### config.mk
export PLATFORM = sky130hd
export DESIGN_NAME = tcp_session_deadlock_watchdog
export DESIGN_NICKNAME = d
export VERILOG_FILES = /design/src/rtl/tcp_session_wd_pkg.sv /design/src/rtl/tcp_session_wd_timer.sv /design/src/rtl/tcp_session_deadlock_watchdog.sv
export SDC_FILE = /design/constraint.sdc
export NUM_CORES = 1
export LEC_CHECK = 0
export ABC_AREA = 0
export CAP_MARGIN = 20
export CORE_ASPECT_RATIO = 0.7
export CORE_MARGIN = 2
export CORE_UTILIZATION = 55
export CTS_BUF_LIST = sky130_fd_sc_hd__clkbuf_8
export DETAILED_ROUTE_END_ITERATION = 10
export PLACE_DENSITY = 0.8
export SKIP_CTS_REPAIR_TIMING = 1
export SYNTH_ARGS = -nofsm -noshare
export SYNTH_HDL_FRONTEND = slang
export SYNTH_SLANG_ARGS = --single-unit
### constraint.sdc
create_clock -name ap_clk -period 9.6 [get_ports ap_clk]
set_input_delay 1.44 -clock ap_clk [delete_from_list [all_inputs] [get_ports ap_clk]]
set_output_delay 1.44 -clock ap_clk [all_outputs]
set_load 0.03 [all_outputs]
### src/rtl/tcp_session_wd_pkg.sv
// tcp_session_wd_pkg: shared state encoding, stat width and default parameters for the deadlock watchdog.
package tcp_session_wd_pkg;
    localparam int DEF_NUM_AXIS  = 5;
    localparam int DEF_TIMEOUT_W = 16;
    localparam int STAT_W        = 16;
    typedef enum logic [2:0] {IDLE, WATCH, COUNT, DEADLOCK, REPORTED} wd_state_e;
endpackage

### src/rtl/tcp_session_wd_timer.sv
// tcp_session_wd_timer: blocked-cycle counter and threshold compare producing a one-cycle expire strobe.
module tcp_session_wd_timer
    import tcp_session_wd_pkg::*;
#(
    parameter int TIMEOUT_W = DEF_TIMEOUT_W
) (
    input  logic                 ap_clk,
    input  logic                 ap_rst_n,
    input  logic [TIMEOUT_W-1:0] timeout_cfg,
    input  logic                 sample,
    input  logic                 watch,
    input  logic                 count,
    input  logic                 blk,
    output logic                 expire,
    output logic [TIMEOUT_W-1:0] thr_eff
);
    logic [TIMEOUT_W-1:0] thr, cnt, thr_cfg;
    // cnt tops out at thr-1, so the largest threshold never overflows it
    always_comb begin
        thr_cfg = (timeout_cfg == '0) ? TIMEOUT_W'(1) : timeout_cfg;
        thr_eff = sample ? thr_cfg : thr;
        expire  = blk & (watch ? (thr_cfg == TIMEOUT_W'(1)) : count & (cnt == thr - TIMEOUT_W'(1)));
    end
    always_ff @(posedge ap_clk or negedge ap_rst_n) begin
        if (!ap_rst_n) begin
            thr <= TIMEOUT_W'(1);
            cnt <= '0;
        end else begin
            if (sample) thr <= thr_cfg;
            cnt <= (blk & ~expire) ? (watch ? TIMEOUT_W'(1) : count ? cnt + TIMEOUT_W'(1) : '0) : '0;
        end
    end
endmodule

### src/rtl/tcp_session_deadlock_watchdog.sv
// tcp_session_deadlock_watchdog: flags a monitored instance blocked for too many consecutive cycles and reports it.
// Optional TCP_SESSION_WD_STATS_EN adds a saturating deadlock counter output stat_deadlocks.
module tcp_session_deadlock_watchdog
    import tcp_session_wd_pkg::*;
#(
    parameter int NUM_AXIS  = DEF_NUM_AXIS,
    parameter int TIMEOUT_W = DEF_TIMEOUT_W
) (
    input  logic                 ap_clk,
    input  logic                 ap_rst_n,
    input  logic                 enable,
    input  logic [TIMEOUT_W-1:0] timeout_cfg,
    input  logic [NUM_AXIS-1:0]  axis_block_sigs,
    input  logic                 inst_idle_sigs,
    input  logic                 inst_block_sigs,
    input  logic                 clear,
    output logic                 block,
    output logic                 report_valid,
    input  logic                 report_ready,
    output logic [NUM_AXIS-1:0]  report_mask,
    output logic [TIMEOUT_W-1:0] report_cycles
`ifdef TCP_SESSION_WD_STATS_EN
    ,
    output logic [STAT_W-1:0]    stat_deadlocks
`endif
);
    wd_state_e state, nxt;
    logic blk, watch, count, expire, enter, held;
    logic [NUM_AXIS-1:0] mask_nxt;
    logic [TIMEOUT_W-1:0] thr_eff;
    assign blk   = ~inst_idle_sigs & (|axis_block_sigs | inst_block_sigs);
    assign watch = enable & (state == WATCH);
    assign count = enable & (state == COUNT);
    assign held  = (state == DEADLOCK) | (state == REPORTED);
    assign enter = (nxt == DEADLOCK) & (state != DEADLOCK);
    tcp_session_wd_timer #(.TIMEOUT_W(TIMEOUT_W)) u_timer (
        .ap_clk      (ap_clk),
        .ap_rst_n    (ap_rst_n),
        .timeout_cfg (timeout_cfg),
        .sample      ((state == IDLE) | (state == WATCH)),
        .watch       (watch),
        .count       (count),
        .blk         (blk),
        .expire      (expire),
        .thr_eff     (thr_eff)
    );
    // clear outranks the report handshake; disable outranks everything
    always_comb begin
        nxt = state;
        unique case (state)
            IDLE:         nxt = WATCH;
            WATCH, COUNT: nxt = expire ? DEADLOCK : blk ? COUNT : WATCH;
            DEADLOCK:     nxt = clear ? WATCH : report_ready ? REPORTED : DEADLOCK;
            REPORTED:     nxt = clear ? WATCH : REPORTED;
            default:      nxt = IDLE;
        endcase
        if (!enable) nxt = IDLE;
        mask_nxt = !enable ? '0 :
                   (watch & blk) ? axis_block_sigs :
                   (count & blk) ? report_mask | axis_block_sigs :
                   (held & ~clear) ? report_mask : '0;
    end
    always_ff @(posedge ap_clk or negedge ap_rst_n) begin
        if (!ap_rst_n) begin
            state         <= IDLE;
            block         <= 1'b0;
            report_valid  <= 1'b0;
            report_mask   <= '0;
            report_cycles <= '0;
        end else begin
            state        <= nxt;
            block        <= (nxt == DEADLOCK) | (nxt == REPORTED);
            report_valid <= (nxt == DEADLOCK);
            report_mask  <= mask_nxt;
            if (enter) report_cycles <= thr_eff;
        end
    end
`ifdef TCP_SESSION_WD_STATS_EN
    always_ff @(posedge ap_clk or negedge ap_rst_n) begin
        if (!ap_rst_n) stat_deadlocks <= '0;
        else if (enter && stat_deadlocks != '1) stat_deadlocks <= stat_deadlocks + STAT_W'(1);
    end
`endif
endmodule

==> out/metrics.cfg <==
[synthesis]
synth_edf_count = 0
synth.most_common_cell = dfrtp_1
ys_ff_latch = 58
synth.cell_area_sq_mm = 0.00318
syn_area_per_cell_sq_um = 11.0
synthArstFlopShare_pct = 100
synth_top_cells_by_count = dfrtp_1, nor3_1, mux2_2, xnor2_1, xor2_1
synth_cell_type_count = 58
synthCells = 290
synth_area_leader_cell = dfrtp_1
synth_nets = 320
synthTopCellsByArea = dfrtp_1, mux2_2, xnor2_1
synth_top_area_share_pct = 44.9
ys_warn_count = 0
synth-seq-area-share_pct = 45.7
ys.flop_type = dfrtp_1

[die]
die_w_um = 94.9
die_h_um = 67.6
core_area_sq_mm = 0.00564
num_rows = 23
start_util_pct = 56.4
ios = 51
design.die.area_sq_mm = 0.00641

[timing]
worst_pin_slew_ns = 0.781
report.final.slew_viol_count = 0
max_slew_margin_pct = 47.9
final-setup-viol-count = 0
report.final.hold_viol_count = 0
tns_ns = 0
period_minus_slack_ns = 3.97
rsz0062_at_grt = no
fin_skew_ns = 0.00766
max_freq_mhz = 252
setup_slack_ns = 5.63
period_share_pct = 41.4

[power]
p_comb_share_pct = 30.3
power_density_mw_per_mm2 = 187
power.leakage_nw = 1.60
seqPwrFrac_pct = 43.0
clockPowerShare_pct = 26.6
peakVddDrop_uv = 138
switching_share_pct = 33.7
p_switching_w = 0.000244
internal_power_w = 0.000481

[setup_path]
critPathMaxFanout = 16
start_kind = input port
cp.arrival_ns = 4.15
timing.rr.start = u_timer.thr[1]
cp_slowest_stage_delay_ns = 0.60
rr_worst_depth = 9
cp_data_required_time_ns = 9.78
crit_path_cell_trace = clkdlybuf4s50_1, nand3b_1, nor4_1, nand3_1, or4b_4, o21ai_4, nor3_1
rrSetupSlack_ns = 5.85
path_delay_family = simple AND/OR/NAND/NOR gates
worstSetupEndpointType = register
crit_cells = 7
r2r_end = report_cycles[5]
crit_end = u_timer.cnt[2]
crit_slowest_cell = clkdlybuf4s50_1
crit_type = input port to register
critPathLaunch = enable
crit_buf_inv = 1

[routing]
drt_iter0_markers = 212
firstDrtPassIters = 4
totalWireLength_um = 7240
vias_per_cell = 5.85
drc = 0
ant_nets = 0
vias = 2432
wl_per_cell_um = 17.4

[grt]
track_usage_pct = 25.0
grt_overflow_total = 0
grt_pass1_wl_um = 12000
grt_pass1_vias = 2359
antenna_found_initial = 0
grt_start_max_net_pins = 59

[placement]
hpwl_um = 5130
pre_cts_ws_ns = 5.29
gp_congestion = 0.808
io_buffer_count = 50

[flow_run]
maxCapViolCount = 0

[cts]
cts-root-buf = clkbuf_8
cts_buffer_depth = 2
cts_sinks = 58
clk_transition_reported_paths_ns = 0.07
cts_tree = built
clock_latency_ns = 0.34
h-tree-depth = 3
cts-buffers-inserted = 9

[worst_hold_path]
hold_path_class = register to register

[finish]
layout-drive-gt1-share_pct = 16.7
syn_to_final_growth_pct = 21.8
antenna_cells = 0
nNetsFinal = 367

[outcome]
status = finished clean

==> cells by family (layout without fill, tap and decap cells) <==
family	count (synthesis)	after routing	share of synthesized area (%)
compound gates	40	40	9.68
xor+xnor	37	37	10.2
simple gates	101	101	18.9
mux	29	29	11.5
flops	58	58	45.7
buf+inv	23	74	3.35
fa+ha+maj	2	2	0.787
==> worst min-delay path by stage <==
stage                           start                 to  slack (ns)  cells after the start
floorplan             u_timer.thr[11]    u_timer.thr[11]        0.53                      1
global placement       report_mask[0]     report_mask[0]        0.49                      1
detailed placement     report_mask[1]     report_mask[1]        0.49                      1
CTS                    report_mask[3]     report_mask[3]        0.51                      1
global route        report_cycles[15]  report_cycles[15]        0.53                      1
finish                 report_mask[3]     report_mask[3]        0.50                      1
==> metal layers <==
| metal | GRT usage [%] | vias to the layer above | wire (um) |
|---|---|---|---|
| met5 | 0 | - | 0 |
| met2 | 34.8 | 102 | 3110 |
| met3 | 6.92 | 12 | 591 |
| li1 | - | 1160 | - |
| met1 | 37.4 | 1158 | 3470 |
| met4 | 8.15 | 0 | 68 |
==> per-stage QoR <==
stage / instance area [sq um] / instances / power [W] / util (%) / hold slack [ns]
global placement: 3700 / 401 / 0.000530 / 65.7 / 0.488
finish: 3870 / 416 / 0.000725 / 68.6 / 0.504
detailed placement: 3700 / 401 / 0.000534 / 65.7 / 0.491
CTS: 3870 / 416 / 0.000732 / 68.6 / 0.510
floorplan: 3180 / 290 / 0.000441 / - / 0.532
global route: 3870 / 416 / 0.000758 / 68.6 / 0.535
==> flip-flops by register name, summed over array words and instances, names as in the netlist <==
name and flops:
report_mask 5, state 3, u_timer.cnt 16, u_timer.thr 16, report_cycles 16, block 1
report_valid 1
==> layout by cell type, fill, tap and decap left out, types with 2 or more instances in the layout <==
cell type	instances
o21a_1	2
a211o_1	2
and3_1	7
and2_1	2
clkbuf_8	9
nor2_1	13
inv_1	7
nand3_1	11
nor4b_1	3
clkinvlp_4	4
xnor2_1	19
a21oi_1	5
xor2_1	18
o21ai_0	6
nand4_1	4
a22o_1	5
ha_1	2
mux2_4	10
nor2b_1	2
nand2_1	9
mux2_2	19
or4_1	2
nor4_1	12
dfrtp_1	57
buf_4	2
a21o_1	2
a31oi_1	4
clkdlybuf4s50_1	49
nor3_1	23
==> cell type report <==
cell class / count / area [sq um]
tap: 75 / 93.8
timing repair buffer: 52 / 510
clock buffer: 9 / 124
sequential: 58 / 1450
clock inverter: 6 / 43.8
fill: 446 / 1770
multi-input combinational: 209 / 1620
inverter: 7 / 26.3
==> power by group through the flow <==
stage / sequential, W / combinational [W] / clock (W)
after floorplan: 0.000363 / 0.0000777 / 0
after global placement: 0.000313 / 0.000217 / 0
after detailed placement: 0.000313 / 0.000220 / 0
after CTS: 0.000311 / 0.000222 / 0.000199
after global routing: 0.000316 / 0.000233 / 0.000209
final: 0.000312 / 0.000220 / 0.000193
(Power assumes the default switching activity.)
